### src/rtl/layer2_mac_sequencer_pkg.sv
// Shared definitions for the layer-2 MAC sequencer: FSM state encoding and default widths.
package layer2_mac_sequencer_pkg;

    localparam int unsigned DefaultReluNodes      = 16;
    localparam int unsigned DefaultReluIndexWidth = 5;
    localparam int unsigned DefaultInWidth        = 8;
    localparam int unsigned DefaultOutNodes       = 4;
    localparam int unsigned DefaultWWidth         = 8;
    localparam int unsigned DefaultAccWidth       = 24;

    typedef enum logic [2:0] {
        StIdle,
        StDeqHi,
        StDeqLo,
        StFetch,
        StMac,
        StFin
    } seqState_t;

endpackage

### src/rtl/layer2_mac_sequencer_if.sv
// Queue, weight-storage and result signals of the layer-2 MAC sequencer.
interface layer2_mac_sequencer_if
    import layer2_mac_sequencer_pkg::*;
#(
    parameter int unsigned RELU_INDEX_WIDTH = DefaultReluIndexWidth,
    parameter int unsigned IN_WIDTH         = DefaultInWidth,
    parameter int unsigned OUT_NODES        = DefaultOutNodes,
    parameter int unsigned W_WIDTH          = DefaultWWidth,
    parameter int unsigned ACC_WIDTH        = DefaultAccWidth
);

    logic                              start;
    logic                              queueEmpty;
    logic [RELU_INDEX_WIDTH-1:0]       indexIn;
    logic [IN_WIDTH-1:0]               nodeValueIn;
    logic                              dequeue;
    logic [RELU_INDEX_WIDTH-1:0]       weightAddr;
    logic [OUT_NODES*W_WIDTH-1:0]      weightsIn;
    logic [OUT_NODES*ACC_WIDTH-1:0]    accOut;
    logic                              busy;
    logic                              done;

    modport master (
        input  start, queueEmpty, indexIn, nodeValueIn, weightsIn,
        output dequeue, weightAddr, accOut, busy, done
    );

    modport slave (
        output start, queueEmpty, indexIn, nodeValueIn, weightsIn,
        input  dequeue, weightAddr, accOut, busy, done
    );

endinterface

### src/rtl/layer2_mac_lane.sv
// One signed multiply-accumulate lane: acc += sext({0,value}) * weight, wrapping, with clear.
module layer2_mac_lane #(
    parameter int unsigned IN_WIDTH  = 8,
    parameter int unsigned W_WIDTH   = 8,
    parameter int unsigned ACC_WIDTH = 24
) (
    input  logic                        clk,
    input  logic                        reset,
    input  logic                        clear,
    input  logic                        enable,
    input  logic [IN_WIDTH-1:0]         value,
    input  logic signed [W_WIDTH-1:0]   weight,
    output logic signed [ACC_WIDTH-1:0] acc
);

    localparam int unsigned ProdWidth = IN_WIDTH + W_WIDTH + 1;

    logic signed [IN_WIDTH:0]      valueSigned;
    logic signed [ProdWidth-1:0]   product;

    // Node values are unsigned; a zero MSB keeps them positive in the signed multiply.
    assign valueSigned = {1'b0, value};
    assign product     = ProdWidth'(valueSigned) * ProdWidth'(weight);

    always_ff @(posedge clk or posedge reset) begin
        if (reset) begin
            acc <= '0;
        end else if (clear) begin
            acc <= '0;
        end else if (enable) begin
            acc <= acc + ACC_WIDTH'(product);
        end
    end

endmodule

### src/rtl/layer2_mac_sequencer.sv
// Layer-2 MAC sequencer: drains a ReLU queue and accumulates weighted sums per output node.
// Optional macro ZERO_SKIP_EN: zero-valued entries skip the weight fetch and MAC.
module layer2_mac_sequencer
    import layer2_mac_sequencer_pkg::*;
#(
    parameter int unsigned RELU_NODES       = DefaultReluNodes,
    parameter int unsigned RELU_INDEX_WIDTH = DefaultReluIndexWidth,
    parameter int unsigned IN_WIDTH         = DefaultInWidth,
    parameter int unsigned OUT_NODES        = DefaultOutNodes,
    parameter int unsigned W_WIDTH          = DefaultWWidth,
    parameter int unsigned ACC_WIDTH        = DefaultAccWidth
) (
    input  logic                   clk,
    input  logic                   reset,
    layer2_mac_sequencer_if.master bus
);

    seqState_t                   stateQ;
    logic                        dequeueQ;
    logic                        busyQ;
    logic                        doneQ;
    logic [RELU_INDEX_WIDTH-1:0] countQ;
    logic [RELU_INDEX_WIDTH-1:0] indexQ;
    logic [IN_WIDTH-1:0]         valueQ;

    logic [RELU_INDEX_WIDTH-1:0]    countNext;
    logic                           lastItem;
    logic                           accClear;
    logic                           macEnable;
    logic [OUT_NODES*ACC_WIDTH-1:0] accFlat;

    assign countNext = countQ + 1'b1;
    assign lastItem  = bus.queueEmpty || (countNext == RELU_INDEX_WIDTH'(RELU_NODES));
    assign accClear  = (stateQ == StIdle) && bus.start;
    assign macEnable = (stateQ == StMac);

    always_ff @(posedge clk or posedge reset) begin
        if (reset) begin
            stateQ   <= StIdle;
            dequeueQ <= 1'b0;
            busyQ    <= 1'b0;
            doneQ    <= 1'b0;
            countQ   <= '0;
            indexQ   <= '0;
            valueQ   <= '0;
        end else begin
            dequeueQ <= 1'b0;
            doneQ    <= 1'b0;
            unique case (stateQ)
                StIdle: begin
                    if (bus.start) begin
                        countQ <= '0;
                        busyQ  <= 1'b1;
                        if (bus.queueEmpty) begin
                            stateQ <= StFin;
                        end else begin
                            stateQ   <= StDeqHi;
                            dequeueQ <= 1'b1;
                        end
                    end
                end
                StDeqHi: stateQ <= StDeqLo;
                StDeqLo: begin
                    indexQ <= bus.indexIn;
                    valueQ <= bus.nodeValueIn;
`ifdef ZERO_SKIP_EN
                    // A zero contributes nothing, so count it and move straight on.
                    if (bus.nodeValueIn == '0) begin
                        countQ <= countNext;
                        if (lastItem) begin
                            stateQ <= StFin;
                        end else begin
                            stateQ   <= StDeqHi;
                            dequeueQ <= 1'b1;
                        end
                    end else begin
                        stateQ <= StFetch;
                    end
`else
                    stateQ <= StFetch;
`endif
                end
                StFetch: stateQ <= StMac;
                StMac: begin
                    countQ <= countNext;
                    if (lastItem) begin
                        stateQ <= StFin;
                    end else begin
                        stateQ   <= StDeqHi;
                        dequeueQ <= 1'b1;
                    end
                end
                StFin: begin
                    doneQ  <= 1'b1;
                    busyQ  <= 1'b0;
                    indexQ <= '0;
                    stateQ <= StIdle;
                end
                default: stateQ <= StIdle;
            endcase
        end
    end

    // Node 0 sits in the MSBs of both the weight row and the accumulator bus.
    for (genvar k = 0; k < OUT_NODES; k++) begin : gLane
        layer2_mac_lane #(
            .IN_WIDTH  (IN_WIDTH),
            .W_WIDTH   (W_WIDTH),
            .ACC_WIDTH (ACC_WIDTH)
        ) uLane (
            .clk    (clk),
            .reset  (reset),
            .clear  (accClear),
            .enable (macEnable),
            .value  (valueQ),
            .weight (bus.weightsIn[(OUT_NODES-1-k)*W_WIDTH +: W_WIDTH]),
            .acc    (accFlat[(OUT_NODES-1-k)*ACC_WIDTH +: ACC_WIDTH])
        );
    end

    assign bus.dequeue    = dequeueQ;
    assign bus.busy       = busyQ;
    assign bus.done       = doneQ;
    assign bus.weightAddr = indexQ;
    assign bus.accOut     = accFlat;

endmodule

### src/flat_wrapper.sv
// flat-port wrapper written by rule: the top's interface ports become plain ports
module layer2_mac_sequencer_flat import layer2_mac_sequencer_pkg::*;
#(
    parameter int unsigned RELU_NODES       = DefaultReluNodes,
    parameter int unsigned RELU_INDEX_WIDTH = DefaultReluIndexWidth,
    parameter int unsigned IN_WIDTH         = DefaultInWidth,
    parameter int unsigned OUT_NODES        = DefaultOutNodes,
    parameter int unsigned W_WIDTH          = DefaultWWidth,
    parameter int unsigned ACC_WIDTH        = DefaultAccWidth
)
  (clk, reset, bus_start, bus_queueEmpty, bus_indexIn, bus_nodeValueIn, bus_weightsIn, bus_dequeue, bus_weightAddr, bus_accOut, bus_busy, bus_done);
  layer2_mac_sequencer_if #(.RELU_INDEX_WIDTH(RELU_INDEX_WIDTH), .IN_WIDTH(IN_WIDTH), .OUT_NODES(OUT_NODES), .W_WIDTH(W_WIDTH), .ACC_WIDTH(ACC_WIDTH)) bus_i ();
  input  logic clk;
  input  logic reset;
  input wire logic [$bits(bus_i.start)-1:0] bus_start;
  input wire logic [$bits(bus_i.queueEmpty)-1:0] bus_queueEmpty;
  input wire logic [$bits(bus_i.indexIn)-1:0] bus_indexIn;
  input wire logic [$bits(bus_i.nodeValueIn)-1:0] bus_nodeValueIn;
  input wire logic [$bits(bus_i.weightsIn)-1:0] bus_weightsIn;
  output wire logic [$bits(bus_i.dequeue)-1:0] bus_dequeue;
  output wire logic [$bits(bus_i.weightAddr)-1:0] bus_weightAddr;
  output wire logic [$bits(bus_i.accOut)-1:0] bus_accOut;
  output wire logic [$bits(bus_i.busy)-1:0] bus_busy;
  output wire logic [$bits(bus_i.done)-1:0] bus_done;
  assign bus_i.start = bus_start;
  assign bus_i.queueEmpty = bus_queueEmpty;
  assign bus_i.indexIn = bus_indexIn;
  assign bus_i.nodeValueIn = bus_nodeValueIn;
  assign bus_i.weightsIn = bus_weightsIn;
  assign bus_dequeue = bus_i.dequeue;
  assign bus_weightAddr = bus_i.weightAddr;
  assign bus_accOut = bus_i.accOut;
  assign bus_busy = bus_i.busy;
  assign bus_done = bus_i.done;
  layer2_mac_sequencer #(.RELU_NODES(RELU_NODES), .RELU_INDEX_WIDTH(RELU_INDEX_WIDTH), .IN_WIDTH(IN_WIDTH), .OUT_NODES(OUT_NODES), .W_WIDTH(W_WIDTH), .ACC_WIDTH(ACC_WIDTH)) u_core (.clk(clk), .reset(reset), .bus(bus_i));
endmodule
### config.mk
export PLATFORM = sky130hd
export DESIGN_NAME = layer2_mac_sequencer_flat
export DESIGN_NICKNAME = d
export VERILOG_FILES = /design/src/rtl/layer2_mac_sequencer_pkg.sv /design/src/rtl/layer2_mac_sequencer_if.sv /design/src/rtl/layer2_mac_lane.sv /design/src/rtl/layer2_mac_sequencer.sv /design/src/flat_wrapper.sv
export SDC_FILE = /design/constraint.sdc
export NUM_CORES = 1
export LEC_CHECK = 0
export ABC_AREA = 1
export BUFFER_PORTS_ARGS = -buffer_cell sky130_fd_sc_hd__buf_2
export CAP_MARGIN = 20
export CORE_MARGIN = 10
export CORE_UTILIZATION = 60
export CTS_CLUSTER_SIZE = 24
export DETAILED_ROUTE_END_ITERATION = 6
export PLACE_DENSITY = 0.8
export SETUP_SLACK_MARGIN = 0.5
export SLEW_MARGIN = 40
export SYNTH_ARGS = -nofsm -noshare
export SYNTH_HDL_FRONTEND = slang
export SYNTH_SLANG_ARGS = --single-unit
### constraint.sdc
create_clock -name clk -period 6.81 [get_ports clk]
set_input_delay 1.362 -clock clk [delete_from_list [all_inputs] [get_ports clk]]
set_output_delay 1.362 -clock clk [all_outputs]
set_load 0.05 [all_outputs]
==> out/summary.txt, run 1 <==
status = complete, no violations
Hold-fix buffers, CTS = 0
GRT met3 Usage = 4.63%
Final Instance Count excl. Fillers = 3,136
required time of the critical path = 7.20 ns
critical path arrival = 5.75 ns
CP Depth = 18
# nets final = 3,275
kind of start point of the critical path = input pin
largest net degree at the start of global routing = 71
R2R depth = 23
HPWL after DPL = 38,900 um
setup violators final = 0
fmax = 187 MHz
Fillers = 2,732
H-tree Lvls = 4
M1 GR Usage = 32.5%
Critical-path top delay cell = fa_1
CP peak stage delay = 0.57 ns
total wire length = 49,600 um
most used cell, CP = nand2_1
I/O pin total = 153
Worst R2R Setup Slack = 1.59 ns
die area = 39,400 um2
I/O Buffers = 152
Synth warnings = 0
Placeable Area = 31,500 um2
First-pass DRT Iterations = 5
post-CTS setup buffers = 0
Seq cells post-synth = 120
initial antenna violation count = 5
Worst Hold Depth = 2
Die Ht = 198 um
Clock Path Buffers = 2
ANT nets after route = 0
Max-Slew Margin vs Limit = 43.8%
cts repair resizes = 0
Slew Viols, Final = 0
final period utilization = 78.7%
routability congestion estimate = 0.908
MaxCap Viol Count = 0
vias in the first global route = 17,500
layout cells sized above 1 = 8.28%
Vias = 16,700
WL/cell = 15.8 um
CP max FO = 13
GRT Max-Usage Layer = met2
Slew @ Worst Pin = 0.842 ns
setup TNS = 0 ns
Die Width = 198 um
register area = 3010 um2
Setup Skew = 0.0143 ns
Global Route met2 Usage = 44.9%
CTS tree = yes
Syn Area/Cell = 7.33 um2
CP top delay family = adder cells
TritonCTS Buffers = 17
CTS root buf = clkbuf_16
HP Class = flop to flop
RSZ-0062 raised after global routing = false
register area share after synthesis = 15.7%
Total GRT Usage = 26.2%
Via density = 5.33
clock sink total = 120
row cnt = 65
worst skew pair latency = 0.47 ns
Worst Path Class, Setup = input pin to flop
syn_nets = 3,167
Final Hold Fails = 0
first-pass GRT wire length = 83,500 um
Initial Util = 60.7%
clock slew seen by the registers of the worst setup and hold paths = 0.08 ns
drt initial violations = 1,249
total grt overflow = 0
post-synthesis cell count = 2,608
DRC = 0
placed cells = 3,099
Critical Path Sink Type = flop
post-synthesis cell type count = 36
worst-path cell chain = buf_2, inv_1, fa_1, inv_1, fa_1, fa_1, fa_1, fa_1, ha_1, nand2_1, nand3_1, nand2_1, nand2_1, nand2_1, nand2_1, nand2_1, nand2_1, o21ai_0
area grow syn2layout = 8.41%
Multi-input gate area = 13,500 um2
post-layout minimum cycle time = 5.36 ns
post-synthesis cell area = 19,100 um2
CP Buf/Inv Count = 3
==> through the flow <==
stage,area [um2],hold WS [ns],setup slack [ns],utilization [%]
after floorplan,19100,0.472,1.51,-
after global placement,20100,0.452,1.11,63.9
after detailed placement,20100,0.459,1.01,64.0
after CTS,20700,0.474,1.48,65.7
after global routing,20700,0.483,1.20,65.8
final,20700,0.469,1.45,65.8
==> layout make-up <==
class	count	share of cell area [%]
multi-input combinational	1822	65.4
clock inverter	15	0.634
timing repair buffer	168	4.29
sequential	120	14.5
antenna	5	0.0604
clock buffer	17	2.05
tap	402	2.43
inverter	587	10.7
==> cells by family (layout without fill, tap and decap cells) <==
family	count (synthesis)	after routing	share of synthesized area [%]
AOI/OAI and AO/OA	144	144	4.19
xor gates and xnor gates	14	14	0.642
adders and majority gates	510	510	41.5
buffers and inverters	666	787	13.5
DFF	120	120	15.7
muxes	5	5	0.295
other	0	5	0
and+or+nand+nor	1149	1149	24.2
==> placed cells by master, fill, tap and decap left out, types with 9 or more instances in the layout <==
| cell type | count |
|---|---|
| nand4_1 | 12 |
| a21oi_1 | 61 |
| o21ai_0 | 33 |
| fa_1 | 205 |
| nor2_1 | 132 |
| clkbuf_16 | 17 |
| xor2_1 | 9 |
| inv_1 | 582 |
| ha_1 | 305 |
| buf_4 | 14 |
| nand2_1 | 856 |
| dfrtp_1 | 118 |
| o21ai_1 | 18 |
| o22ai_1 | 12 |
| nand3_1 | 99 |
| nand3b_1 | 23 |
| buf_2 | 152 |
==> path summary, 6_finish.rpt <==
check / from / endpoint
setup reg to reg: u_core.valueQ[4] / u_core.gLane[2].uLane.acc[20]
hold reg to reg: u_core.bus.busy / u_core.bus.busy
min in group asynchronous: reset / u_core.gLane[2].uLane.acc[22]
max in group asynchronous: reset / u_core.valueQ[3]
setup / recovery: bus_weightsIn[23] / u_core.gLane[1].uLane.acc[14]
hold / removal: u_core.bus.busy / u_core.bus.busy
==> registers in the layout, indices dropped and copies added (netlist names) <==
register,cells
u_core.bus.weightAddr,5
u_core.stateQ,3
u_core.bus.dequeue,1
u_core.bus.busy,1
u_core.bus.done,1
u_core.valueQ,8
u_core.countQ,5
u_core.gLane.uLane.acc,96
==> tightest hold or removal path, cell delays in order, from the launching register on <==
cell     delay (ns)
dfrtp_1        0.34
nand2_1        0.06
nand2_1        0.05
==> cells in the mapped netlist <==
library cell | instances | share of area [%]
nor3_1 | 6 | 0.16
fa_1 | 205 | 21
or2_2 | 8 | 0.26
nand2_1 | 856 | 17
ha_1 | 305 | 20
nand3b_1 | 23 | 0.90
nor2_8 | 1 | 0.10
buf_4 | 5 | 0.20
a32o_1 | 4 | 0.21
buf_6 | 1 | 0.059
o31ai_1 | 2 | 0.079
dfrtp_1 | 120 | 16
inv_4 | 1 | 0.033
nand4_1 | 12 | 0.39
mux2_2 | 5 | 0.29
a22o_1 | 5 | 0.23
o22ai_1 | 12 | 0.39
a31oi_1 | 1 | 0.033
xnor2_1 | 5 | 0.23
nand2_2 | 1 | 0.033
and2_1 | 3 | 0.098
nor4_1 | 4 | 0.13
nand2_4 | 1 | 0.059
a21oi_1 | 61 | 1.6
buf_2 | 11 | 0.29
o21ai_1 | 18 | 0.47
inv_1 | 583 | 11
o21ai_0 | 33 | 0.86
inv_2 | 3 | 0.059
nand3_1 | 100 | 2.6
clkbuf_1 | 39 | 0.77
clkbuf_2 | 23 | 0.60
nor2_2 | 2 | 0.065
nor2_1 | 132 | 2.6
xor2_1 | 9 | 0.41
o21bai_1 | 8 | 0.31
==> per-layer routing <==
layer,wire (um),up-vias
met5,13,-
met4,1510,2
met3,3400,108
met2,23900,565
met1,20700,7946
li1,-,8090
Power of run 1 is not shown: default switching activity piles up to over one toggle a cycle in this logic, so the estimate is an artifact.
==> inputs of run 2 (changes only) <==
Settings changed: CORE_UTILIZATION 60 to 57, PLACE_DENSITY 0.8 to 0.79.
Clock period 6.81 ns to 4.8 ns, I/O delays scaled along.
==> run 2 against run 1 <==
Setup slack worse by 1.2 ns. Utilization grew 9.0 points. Non-clock buffer count up 183. Sequential share of layout area decreased by 2.2 points. Cell area up 18%. Wire length increased by 19%. Clock-buffer cell count up 7. Global-route usage up 1.4 points.
==> out/summary.txt, run 2 (same netlist as run 1, synthesis figures left out) <==
most frequent cells in the layout = nand2_1 (728), inv_1 (550), ha_1 (256), fa_1 (177), buf_4 (176)
Fillers = 2,339 (-14%)
Total GRT Usage = 27.6% (+1.4 points)
CTS root buf = clkbuf_16
area grow syn2layout = 28.4%
placed cell areas = 21,800 um2 (+8.1%)
Crit Reg-Reg Startpoint = u_core.valueQ[4]
largest registers = u_core.gLane.uLane.acc x96, u_core.valueQ x8
Via density = 5.41 (+1.5%)
WL met1 = 22,600 um (+9.2%)
commonest non-fill, non-tap cell in the layout = nand2_1
MaxCap Viol Count = 0 (unchanged)
total grt overflow = 0 (unchanged)
Hold Path Origin = u_core.bus.busy
WL/cell = 17.5 um (+11%)
CP top delay family = adder cells
routability congestion estimate = 0.916 (+0.91%)
drt initial violations = 1,465 (+17%)
setup TNS = 0 ns (unchanged)
DRC = 0 (unchanged)
First-pass DRT Iterations = 7 (+2)
Final Hold Fails = 0 (unchanged)
total wire length = 58,800 um (+19%)
final period utilization = 94.5%
Placeable Area = 32,800 um2 (+4.2%)
CP peak stage delay = 0.55 ns (-0.02 ns)
fmax = 221 MHz
Largest Register = u_core.gLane.uLane.acc
Worst Path Class, Setup = flop to flop
Slew Viols, Final = 0 (unchanged)
Worst R2R Setup Slack = 0.27 ns (-1.32 ns)
kind of start point of the critical path = flop
HPWL after DPL = 41,100 um (+5.8%)
status = complete, no violations
max reg flops = 96 (unchanged)
Final Instance Count excl. Fillers = 3,354 (+7.0%)
Worst Setup SP = u_core.valueQ[4]
post-layout minimum cycle time = 4.53 ns
I/O Buffers = 152 (unchanged)
H-tree Lvls = 4 (unchanged)
worst hold slack = 0.480 ns (+0.0111 ns)
row cnt = 66 (+1.5%)
Setup Skew = 0.0109 ns (-0.00336 ns)
I/O pin total = 153 (unchanged)
R2R depth = 19 (-17%)
first-pass GRT wire length = 92,600 um (+11%)
worst hold endpoint = u_core.bus.busy
Die Ht = 203 um (+2.3%)
metal2 WL = 28,800 um (+21%)
worst skew pair latency = 0.46 ns (about the same)
CP max FO = 8 (-5)
Critical Path Sink Type = flop
Worst Hold Depth = 2 (unchanged)
highest metal layer with signal wires = met4
worst-path cell chain = buf_12, buf_16, nor2_1, fa_1, fa_1, inv_1, fa_1, inv_1, fa_1, ha_4, ha_4, nand2_2, inv_1, a21oi_2, nor2_1, nor2_1, nand3b_1, nand3_1, nand2_1
clock sink total = 120 (unchanged)
clock slew seen by the registers of the worst setup and hold paths = 0.07 ns (about the same)
Antenna Cells = 0 (-5)
post-route cell area = 24,500 um2 (+18%)
Initial Util = 58.3% (-2.4 points)
RSZ-0062 raised after global routing = true
# nets final = 3,458 (+5.6%)
placed cells = 3,274 (+5.6%)
TritonCTS Buffers = 17 (unchanged)
most used cell, CP = fa_1
ANT nets after route = 0 (unchanged)
largest net degree at the start of global routing = 100 (+41%)
die area = 41,200 um2 (+4.7%)
met3 wire length = 5000 um (+47%)
Hold-fix buffers, CTS = 0 (unchanged)
layout cells sized above 1 = 25.8% (+17 points)
required time of the critical path = 5.15 ns (-2.05 ns)
worst r2r dst = u_core.gLane[0].uLane.acc[17]
critical path arrival = 4.89 ns (-0.86 ns)
Max-Slew Margin vs Limit = 41.7% (-2.2 points)
Die Width = 203 um (+2.3%)
initial antenna violation count = 0 (-5)
Clock Path Buffers = 2 (unchanged)
CTS tree = yes
HP Class = flop to flop
Slew @ Worst Pin = 0.874 ns (+0.0313 ns)
setup violators final = 0 (unchanged)
Vias = 18,100 (+8.6%)
vias in the first global route = 19,200 (+9.8%)
CP Buf/Inv Count = 5 (+2)
Critical-path top delay cell = fa_1
run 2: cell types whose count changed in the layout (fill, tap and decap cells not counted), sizes merged:
cell,delta
buf,+177
clkbuf,+13
inv,-12
diode,-5
clkinv,+4
bufinv,+3
clkinvlp,-2
run 2: worst reg2reg max path, delay by kind of cell, from the launching register on:
family                   cells  cell delay (ns)
flip-flops                   1             0.48
AO/OA/AOI/OAI                1             0.23
adder cells (fa/ha/maj)      6             2.44
AND/OR/NAND/NOR              7             0.75
buffers and inverters        5             0.52
run 2: worst max path at each step:
stage	endpoint	slack (ns)	cells past startpoint
CTS	u_core.gLane[2].uLane.acc[18]	0.37	23
global placement	u_core.gLane[2].uLane.acc[20]	-0.18	19
global route	u_core.gLane[1].uLane.acc[22]	0.11	18
detailed placement	u_core.gLane[2].uLane.acc[12]	-0.24	17
finish	u_core.gLane[0].uLane.acc[17]	0.27	19
floorplan	u_core.gLane[2].uLane.acc[12]	0.13	16
run 2: metal layers:
metal,GRT usage (%),vias to the layer above
met5,0,-
met4,11.4,0
met3,6.18,195
met2,47.4,771
met1,32.8,8717
li1,-,8459
run 2: cell type report:
cell class | count | area [um2] | area share (%)
multi-input cells | 1822 | 15300 | 62.5
flip-flops and latches | 120 | 3010 | 12.3
repair buffers | 351 | 2780 | 11.3
inverters | 587 | 2250 | 9.16
well taps | 442 | 553 | 2.26
clock buffers | 24 | 482 | 1.96
clock inverters | 8 | 119 | 0.485
run 2: repair_timing:
| item | CTS | global route |
|---|---|---|
| pin swaps | 88 | 85 |
| cloned | 4 | 3 |
| resized for setup | 227 | 188 |
| setup buffers | 16 | 25 |
| setup endpoints to repair | 64 | 67 |
run 2: per-stage QoR:
step	util (%)	setup slack (ns)
after floorplan	-	0.131
after global placement	66.4	-0.183
after detailed placement	66.4	-0.241
after CTS	71.9	0.372
after global routing	74.8	0.113
final	74.8	0.266
Power of run 2 is left out for the same reason.
